[src/rtl/access_router_pkg.sv]
// Shared types and elaboration helpers for the access router: state set,
// timer sizing and parameter legality.
package access_router_pkg;

  typedef enum logic [2:0] {
    IDLE    = 3'd0,
    ENTRY   = 3'd1,
    DENIED  = 3'd2,
    GRANTED = 3'd3,
    ROUTE   = 3'd4,
    LOCKED  = 3'd5
  } state_e;

  function automatic int max_int(input int a, input int b);
    return (a > b) ? a : b;
  endfunction

  // The timer only ever holds load values of LOCK_CYCLES-1 or HOLD_CYCLES-1.
  function automatic int timer_width(input int lock_cycles, input int hold_cycles);
    int m;
    m = max_int(lock_cycles, hold_cycles);
    return (m < 2) ? 1 : $clog2(m);
  endfunction

  function automatic bit cfg_legal(input int pass_w, input int data_w,
                                   input int num_ch, input int ch_w,
                                   input int max_tries, input int lock_cycles,
                                   input int hold_cycles);
    bit ok;
    ok = 1'b1;
    if (pass_w < 1) ok = 1'b0;
    if (num_ch < 2 || num_ch > 16) ok = 1'b0;
    if (ch_w < 1 || ch_w > data_w || ch_w > 30) ok = 1'b0;
    else if ((1 << ch_w) < num_ch) ok = 1'b0;
    if (max_tries < 1 || max_tries > 15) ok = 1'b0;
    if (lock_cycles < 1 || hold_cycles < 1) ok = 1'b0;
    return ok;
  endfunction

endpackage

[src/rtl/access_router_fsm_edge_pulse.sv]
// Rising-edge detector: one-cycle pulse when sig goes from 0 to 1.
// Reusable for any synchronous button level.
module edge_pulse (
  input  logic clk,
  input  logic rst_n,
  input  logic sig,
  output logic pulse
);

  logic sig_d_r;

  // Previous-cycle copy of the input level.
  always_ff @(posedge clk or negedge rst_n) begin
    if (!rst_n) begin
      sig_d_r <= 1'b0;
    end else begin
      sig_d_r <= sig;
    end
  end

  assign pulse = sig & ~sig_d_r;

endmodule

[src/rtl/access_router_fsm.sv]
// Code-gated channel router: code check with lockout after repeated
// failures, then a timed one-hot enable on the selected channel.
module access_router_fsm
  import access_router_pkg::*;
#(
  parameter int PASS_W      = 4,
  parameter int DATA_W      = 4,
  parameter int NUM_CH      = 2,
  parameter int CH_W        = 4,
  parameter int MAX_TRIES   = 3,
  parameter int LOCK_CYCLES = 16,
  parameter int HOLD_CYCLES = 8
) (
  input  logic              CLK,
  input  logic              RST,
  input  logic              request,
  input  logic              confirm,
  input  logic [PASS_W-1:0] orginal_pass,
  input  logic [PASS_W-1:0] pass_data,
  input  logic [DATA_W-1:0] din,
  output logic [NUM_CH-1:0] en,
  output logic [DATA_W-1:0] dout,
  output logic              granted,
  output logic              locked,
  output logic              ch_err,
  output logic [3:0]        fail_cnt
);

  if (!cfg_legal(PASS_W, DATA_W, NUM_CH, CH_W, MAX_TRIES, LOCK_CYCLES, HOLD_CYCLES)) begin : g_bad_cfg
    $error("access_router_fsm: illegal parameter combination");
  end

  localparam int TW = timer_width(LOCK_CYCLES, HOLD_CYCLES);

  localparam logic [2:0] S_IDLE    = IDLE;
  localparam logic [2:0] S_ENTRY   = ENTRY;
  localparam logic [2:0] S_DENIED  = DENIED;
  localparam logic [2:0] S_GRANTED = GRANTED;
  localparam logic [2:0] S_ROUTE   = ROUTE;
  localparam logic [2:0] S_LOCKED  = LOCKED;

  localparam logic [TW-1:0]     LOCK_LOAD = TW'(LOCK_CYCLES - 1);
  localparam logic [TW-1:0]     HOLD_LOAD = TW'(HOLD_CYCLES - 1);
  localparam logic [TW-1:0]     TIMER_ONE = TW'(1);
  localparam logic [3:0]        MAX_CNT   = 4'(MAX_TRIES);
  localparam logic [31:0]       NUM_CH_U  = 32'(NUM_CH);
  localparam logic [NUM_CH-1:0] EN_LSB    = {{(NUM_CH-1){1'b0}}, 1'b1};

  logic [2:0]        state_r;
  logic [TW-1:0]     timer_r;
  logic              cev_s;
  logic              valid_s;
  logic              ch_ok_s;
  logic [CH_W-1:0]   ch_s;
  logic [3:0]        fail_inc_s;

  logic [2:0]        state_n;
  logic [TW-1:0]     timer_n;
  logic [NUM_CH-1:0] en_n;
  logic [DATA_W-1:0] dout_n;
  logic [3:0]        fail_n;
  logic              ch_err_n;
  logic              granted_n;
  logic              locked_n;

  edge_pulse u_confirm_edge (
    .clk   (CLK),
    .rst_n (RST),
    .sig   (confirm),
    .pulse (cev_s)
  );

  assign valid_s    = state_r inside {S_IDLE, S_ENTRY, S_DENIED, S_GRANTED, S_ROUTE, S_LOCKED};
  assign ch_s       = din[CH_W-1:0];
  assign ch_ok_s    = 32'(ch_s) < NUM_CH_U;
  assign fail_inc_s = (fail_cnt >= MAX_CNT) ? MAX_CNT : fail_cnt + 4'd1;

  // Next state and next registered output values.
  always_comb begin
    state_n  = state_r;
    timer_n  = timer_r;
    en_n     = en;
    dout_n   = dout;
    fail_n   = fail_cnt;
    ch_err_n = 1'b0;

    if (!valid_s) begin
      state_n = S_IDLE;
      timer_n = '0;
      en_n    = '0;
      dout_n  = '0;
      fail_n  = 4'd0;
    end else if (state_r == S_LOCKED) begin
      // Lockout runs to completion regardless of request or confirm.
      en_n = '0;
      if (timer_r == '0) begin
        state_n = S_IDLE;
        fail_n  = 4'd0;
      end else begin
        timer_n = timer_r - TIMER_ONE;
      end
    end else if (!request) begin
      state_n = S_IDLE;
      en_n    = '0;
    end else begin
      case (state_r)
        S_IDLE: begin
          state_n = S_ENTRY;
        end
        S_ENTRY: begin
          if (!cev_s) begin
            state_n = S_ENTRY;
          end else if (pass_data == orginal_pass) begin
            state_n = S_GRANTED;
            fail_n  = 4'd0;
          end else begin
            fail_n = fail_inc_s;
            if (fail_inc_s == MAX_CNT) begin
              state_n = S_LOCKED;
              timer_n = LOCK_LOAD;
            end else begin
              state_n = S_DENIED;
            end
          end
        end
        S_DENIED: begin
          if (cev_s) begin
            state_n = S_ENTRY;
          end else begin
            state_n = S_DENIED;
          end
        end
        S_GRANTED: begin
          if (!cev_s) begin
            state_n = S_GRANTED;
          end else if (ch_ok_s) begin
            state_n = S_ROUTE;
            dout_n  = din;
            en_n    = EN_LSB << ch_s;
            timer_n = HOLD_LOAD;
          end else begin
            ch_err_n = 1'b1;
          end
        end
        S_ROUTE: begin
          if (timer_r == '0) begin
            state_n = S_GRANTED;
            en_n    = '0;
          end else begin
            timer_n = timer_r - TIMER_ONE;
          end
        end
        default: begin
          state_n = S_IDLE;
        end
      endcase
    end

    granted_n = (state_n == S_GRANTED) || (state_n == S_ROUTE);
    locked_n  = (state_n == S_LOCKED);
  end

  // State, timer and output registers.
  always_ff @(posedge CLK or negedge RST) begin
    if (!RST) begin
      state_r  <= S_IDLE;
      timer_r  <= '0;
      en       <= '0;
      dout     <= '0;
      granted  <= 1'b0;
      locked   <= 1'b0;
      ch_err   <= 1'b0;
      fail_cnt <= 4'd0;
    end else begin
      state_r  <= state_n;
      timer_r  <= timer_n;
      en       <= en_n;
      dout     <= dout_n;
      granted  <= granted_n;
      locked   <= locked_n;
      ch_err   <= ch_err_n;
      fail_cnt <= fail_n;
    end
  end

endmodule

[config.mk]
export PLATFORM = sky130hd
export DESIGN_NAME = access_router_fsm
export DESIGN_NICKNAME = d
export VERILOG_FILES = /design/src/rtl/access_router_pkg.sv /design/src/rtl/access_router_fsm_edge_pulse.sv /design/src/rtl/access_router_fsm.sv
export SDC_FILE = /design/constraint.sdc
export NUM_CORES = 1
export LEC_CHECK = 0
export ABC_AREA = 1
export CORE_ASPECT_RATIO = 1.1
export CORE_MARGIN = 4
export CORE_UTILIZATION = 53
export DETAILED_ROUTE_END_ITERATION = 12
export PLACE_DENSITY = 0.84
export SYNTH_ARGS = -nofsm -noshare
export SYNTH_HDL_FRONTEND = slang
export SYNTH_SLANG_ARGS = --single-unit
[constraint.sdc]
create_clock -name CLK -period 2.9 [get_ports CLK]
set_input_delay 0.435 -clock CLK [delete_from_list [all_inputs] [get_ports CLK]]
set_output_delay 0.435 -clock CLK [all_outputs]
set_load 0.02 [all_outputs]
[Word-level counts from Yosys, hierarchy flattened]
Index checks and enable logic that the tools add are counted.
Word-level totals
  bits of input ports: 16
  register bits: 21
  output and inout port bits: 13
  word-level logic and storage cells: 102
Cells by class
  add/sub/neg operators: 2
  muxes and demuxes: 49
  shifts and indexed selects: 1
  reduce and logical (&&, ||, !) cells: 8
  $lt $le $gt $ge: 2
  equal/unequal tests: 29
  bitwise gates (word level): 2
Operators by type and width (count)
  $mux W4: 23
  $mux W3: 10
  $pmux W3 S5: 1
  $mux W2: 7
  $eq A3 B3 Y1 const B: 4
  $ne A4 B3 Y1 const B: 3
  $pmux W4 S3: 1
  $ne A5 B4 Y1 const B: 2
  $eq A3 B2 Y1 const B: 3
  $ne A3 B2 Y1 const B: 3
  $reduce_and A4 Y1: 2
  $reduce_and A7 Y1: 1
  $mux W1: 6
  $ne A2 B2 Y1 const B: 3
  $reduce_bool A6 Y1: 1
  $ne A5 B1 Y1 const B: 1
  $ne A5 B2 Y1 const B: 1
  $ne A5 B3 Y1 const B: 1
  $reduce_and A5 Y1: 1
  $add A4 B1 Y4 const B: 1
  $eq A4 B2 Y1 const B: 1
  $eq A4 B4 Y1: 1
  $ge A4 B2 Y1 const B: 1
  $logic_not A4 Y1: 1
  other kinds (13): 14

[Longest topological paths before layout]
  word-level depth: 12
  depth in mapped cells: 13
  depth with buffers taken out: 13

[By module]
From an unflattened synthesis, not the netlist that was laid out.
Unflattened totals
  cell total of the unflattened synthesis: 176
  area, all modules: 1248.7 um2
Modules (own cells, without submodules)
  access_router_fsm: area each 1213.7 um2, cells each 173, instances 1
  edge_pulse: area each 35.0 um2, cells each 3, instances 1

[Worst setup path before layout]
OpenSTA, ideal clock, no wires.
  path type: reg-to-reg
  start point: register fail_cnt[0]
  end point: register granted
  setup time: 113 ps
  cell stages (with the launch flop): 11
  setup slack: 1287 ps
  arrival time: 1501 ps
  required time: 2787 ps
  period minus slack after synthesis: 1613 ps
  path buffers: 0
  cells stage by stage: dfrtp_1 > ha_1 > inv_1 > o211ai_1 > nand2_1 > nand2_1 > nand2_1 > nand2_1 > nand2_2 > nand2_1 > inv_1
Between the ends
  cells in the longest elaborated chain, start to end: 12
  elaborated cells between the ends (all ways): 14
  classes of those cells: add/sub: 1; order compare: 1; eq/ne: 3; mux: 8; reduce/logical: 1
RTL lines
  start, declared: RTL line access_router_fsm.sv:26  | output logic [3:0] fail_cnt
  start signal, assigned: RTL line access_router_fsm.sv:182  | fail_cnt <= fail_n;
  $add A4 B1 Y4 / $ge A4 B2 Y1 (equally long branches): RTL line access_router_fsm.sv:76  | assign fail_inc_s = (fail_cnt >= MAX_CNT) ? MAX_CNT : fail_cnt + 4'd1;
  $mux W4 (*): RTL line access_router_fsm.sv:76
  $eq A4 B2 Y1 (*): RTL line access_router_fsm.sv:118  | if (fail_inc_s == MAX_CNT) begin
  $mux W3 (*): RTL line access_router_fsm.sv:118
  $mux W3 (*): RTL line access_router_fsm.sv:113  | end else if (pass_data == orginal_pass) begin
  $mux W3 (*): RTL line access_router_fsm.sv:111  | if (!cev_s) begin
  $pmux W3 S5 (*): RTL line access_router_fsm.sv:106  | case (state_r)
  $mux W3 (*): RTL line access_router_fsm.sv:102  | end else if (!request) begin
  $mux W3 (*): RTL line access_router_fsm.sv:93  | end else if (state_r == S_LOCKED) begin
  $mux W3 (*): RTL line access_router_fsm.sv:87  | if (!valid_s) begin
  $eq A3 B2 Y1 / $eq A3 B3 Y1 (equally long branches): RTL line access_router_fsm.sv:159  | granted_n = (state_n == S_GRANTED) || (state_n == S_ROUTE);
  $logic_or A1 B1 Y1 (*): RTL line access_router_fsm.sv:159
  via granted_n: RTL line access_router_fsm.sv:63  | logic granted_n;
  end signal, assigned: RTL line access_router_fsm.sv:179  | granted <= granted_n;
  end, declared: RTL line access_router_fsm.sv:23  | output logic granted,
Mark *: on every way through the listed nets, which the timed path passes. The rest lies on a longest branch.
A chain may end at the register's enable or synchronous reset.

[Final worst setup path]
  start point: register fail_cnt[0]
  end point: output fail_cnt[0]
No word-level cell between the ends.

==> metrics.txt <==
top-count cell post-synth nand2_1; maximum vdd drop 0.459 mV; Commonest cells post-synth nand2_1 (49), inv_1 (32), dfrtp_1 (21), nor2_1 (19); Register Area approximately 530 µm²; Hold Fails Final Rpt 0; Setup Fix Bufs, Post-CTS 0; Final setup viols 0; Max-Cap Viols 0; # fillers roughly 180; Synth warnings 0; synth unique cells 23; fin util 0.707; Syn Nets between 150 and 200; internal power roughly 0.6 mW; Via density about 5.1; RD Place Congestion ~0.9; Final Max Tran Viols 0; CTS Buf Count 3; Worst EP arrival 1350 ps; die width 54.5 µm; period utilisation layout 0.616; clock net sink count 21; placed instance area between 1500 and 2000 µm²; Power, Total between 0.9 and 1 mW; io pins 29; Max Root-Sink Buffers 2; CTS Hold Bufs 0; layout cells sized above 1 0.0673; critical path type flip-flop to output pin; FMAX ~560 MHz; Detail Placement HPWL around 2100 µm; CP max FO 5; via count between 1000 and 1500; Yosys top cell by area dfrtp_1; post-route ant nets 0; ys flop type dfrtp_1; crit start category flip-flop; Syn Area/Cell 7.13 µm²; minimum clock period 1790 ps; ANT cells 0; 1st-iter DRT viols just over 40; Core Area between 2000 and 2500 µm²; WP data required approximately 2500 ps; # rows 18; Chip Height 59.2 µm; Area contributors post-synth dfrtp_1 (42%), nand2_1 (15%), inv_1 (9.5%); grt met1 use 0.254; hold crit path type flip-flop to flip-flop; clock slew at reported path FFs ~110 ps; switching portion of total power 0.411; LEAKAGE between 0.8 and 0.9 nW; die footprint 3220 µm²; Worst Skew between 7 and 8 ps; area share of the largest cell type after synthesis 0.417; global-route wire length before repair about 4700 µm; GRT Residual Overflow 0; setup TNS 0 ps; clock power share 0.138; Comb pwr share 0.453; H-Tree Depth 1; vias in the first global route around 1200; DRC viols 0; final worst slack 1110 ps; Mapped Area 1260 µm²; number of detailed-route iterations in the first pass 4; routing usage on met2 0.316; largest net degree at the start of global routing 22; worst hold slack just under 500 ps; Slew HR 0.396; CTS resizes 0; RSZ-0062 raised after global routing no; Worst-Margin Slew roughly 900 ps; post-synthesis cell count 177; GRT busiest layer met2; footprint of the multi-input gates 598 µm²; WP buf/inv 1; initial antenna violation count 0; Initial Util 0.560; Worst path max stage delay 630 ps; sequential share of power 0.409; CP Cell Sequence clkdlybuf4s50_1; wire per inst between 10 and 15 µm; sw power about 0.4 mW; post-synthesis register bit count 21; Post-synth EDFFs 0; ys async rst share 1.00; worst-skew pair later-pin latency between 300 and 400 ps; CP endpoint kind output pin; area grow syn2layout 26.2%; Top Family by Delay on Critical Path buffers and inverters; Final Cell Area 1590 µm²; IO Port Bufs 28; wirelength, routed around 2700 µm; Power Density around 630 nW/µm²; status completed; non-filler cells, final between 200 and 250; Placed Cells between 200 and 250; pre-CTS setup slack 899 ps; M3 GR Usage 0.0302; CTS tree yes; # nets final about 230; GRT Resource Usage Total 0.196; Crit-path slowest cell clkdlybuf4s50_1; Clock Tree Root clkbuf_4; post-synthesis sequential area ratio 0.417
[power by group through the flow]
stage	sequential (mW)	combinational [mW]	clock, mW
floorplan	0.430	0.298	0
global placement	0.410	0.433	0
detailed placement	0.413	0.450	0
CTS	0.408	0.453	0.143
global route	0.419	0.513	0.152
finish	0.409	0.452	0.138
[cell usage in the layout (no fill, tap or decap)]
cell type / n
nand2_2: 6
o2111ai_1: 1
nand4_1: 3
a21oi_1: 6
nor2_1: 19
nand2_1: 49
nand3_4: 1
a21boi_1: 1
nand3_1: 11
nor2_2: 2
ha_1: 2
inv_2: 1
o22ai_1: 1
clkdlybuf4s50_1: 28
clkbuf_4: 3
a211oi_1: 1
nor3_1: 3
a31oi_1: 1
o21ai_0: 11
xor2_1: 1
o211ai_1: 2
dfrtp_1: 21
clkbuf_1: 1
inv_1: 32
a21oi_4: 1
[cells by family (layout without fill, tap and decap cells)]
logic type                 Yosys count  count (layout)  share of synthesized area
DFF                                 21              21                      0.417
buffers and inverters               34              65                      0.109
adders and majority gates            2               2                     0.0198
and+or+nand+nor                     94              94                      0.326
AOI/OAI and AO/OA                   25              25                      0.121
xor gates and xnor gates             1               1                    0.00695
[per-layer routing]
layer | wire (µm) | share of wire
met1 | 1150 | 0.42
met2 | 1320 | 0.49
met3 | 183 | 0.067
met4 | 57 | 0.021
met5 | 0 | 0
[state kept, by name (all words and copies together) (netlist names)]
| signal | flops |
|---|---|
| state_r | 3 |
| fail_cnt | 4 |
| ch_err | 1 |
| timer_r | 4 |
| locked | 1 |
| en | 2 |
| dout | 4 |
| u_confirm_edge.sig_d_r | 1 |
| granted | 1 |
[worst paths after layout]
path / from / endpoint / slack [ps] / cells after the start
min in group asynchronous: RST / dout[1]$_DFFE_PN0P_ / 630 / 1
min reg2reg: dout[3]$_DFFE_PN0P_ / dout[3]$_DFFE_PN0P_ / 500 / 2
max in group asynchronous: RST / state_r[2]$_DFF_PN0_ / 1720 / 1
max: fail_cnt[0]$_DFFE_PN0P_ / fail_cnt[0] / 1110 / 1
max reg2reg: timer_r[0]$_DFFE_PN0P_ / granted$_DFF_PN0_ / 1140 / 11
min: dout[3]$_DFFE_PN0P_ / dout[3]$_DFFE_PN0P_ / 500 / 2
[tightest hold or removal path: cells and delay by family (launching register included)]
kind,cells,cell delay (ps)
DFF,1,390
buffers and inverters,1,50
and+or+nand+nor,1,40
[area by class of cell]
| type | count | share of cell area |
|---|---|---|
| Clock buffer | 4 | 0.0165 |
| Inverter | 33 | 0.0778 |
| Multi-Input combinational cell | 122 | 0.376 |
| Sequential cell | 21 | 0.330 |
| Tap cell | 30 | 0.0236 |
| Timing Repair Buffer | 28 | 0.176 |
Note: power is estimated with default switching activity, not from simulation.
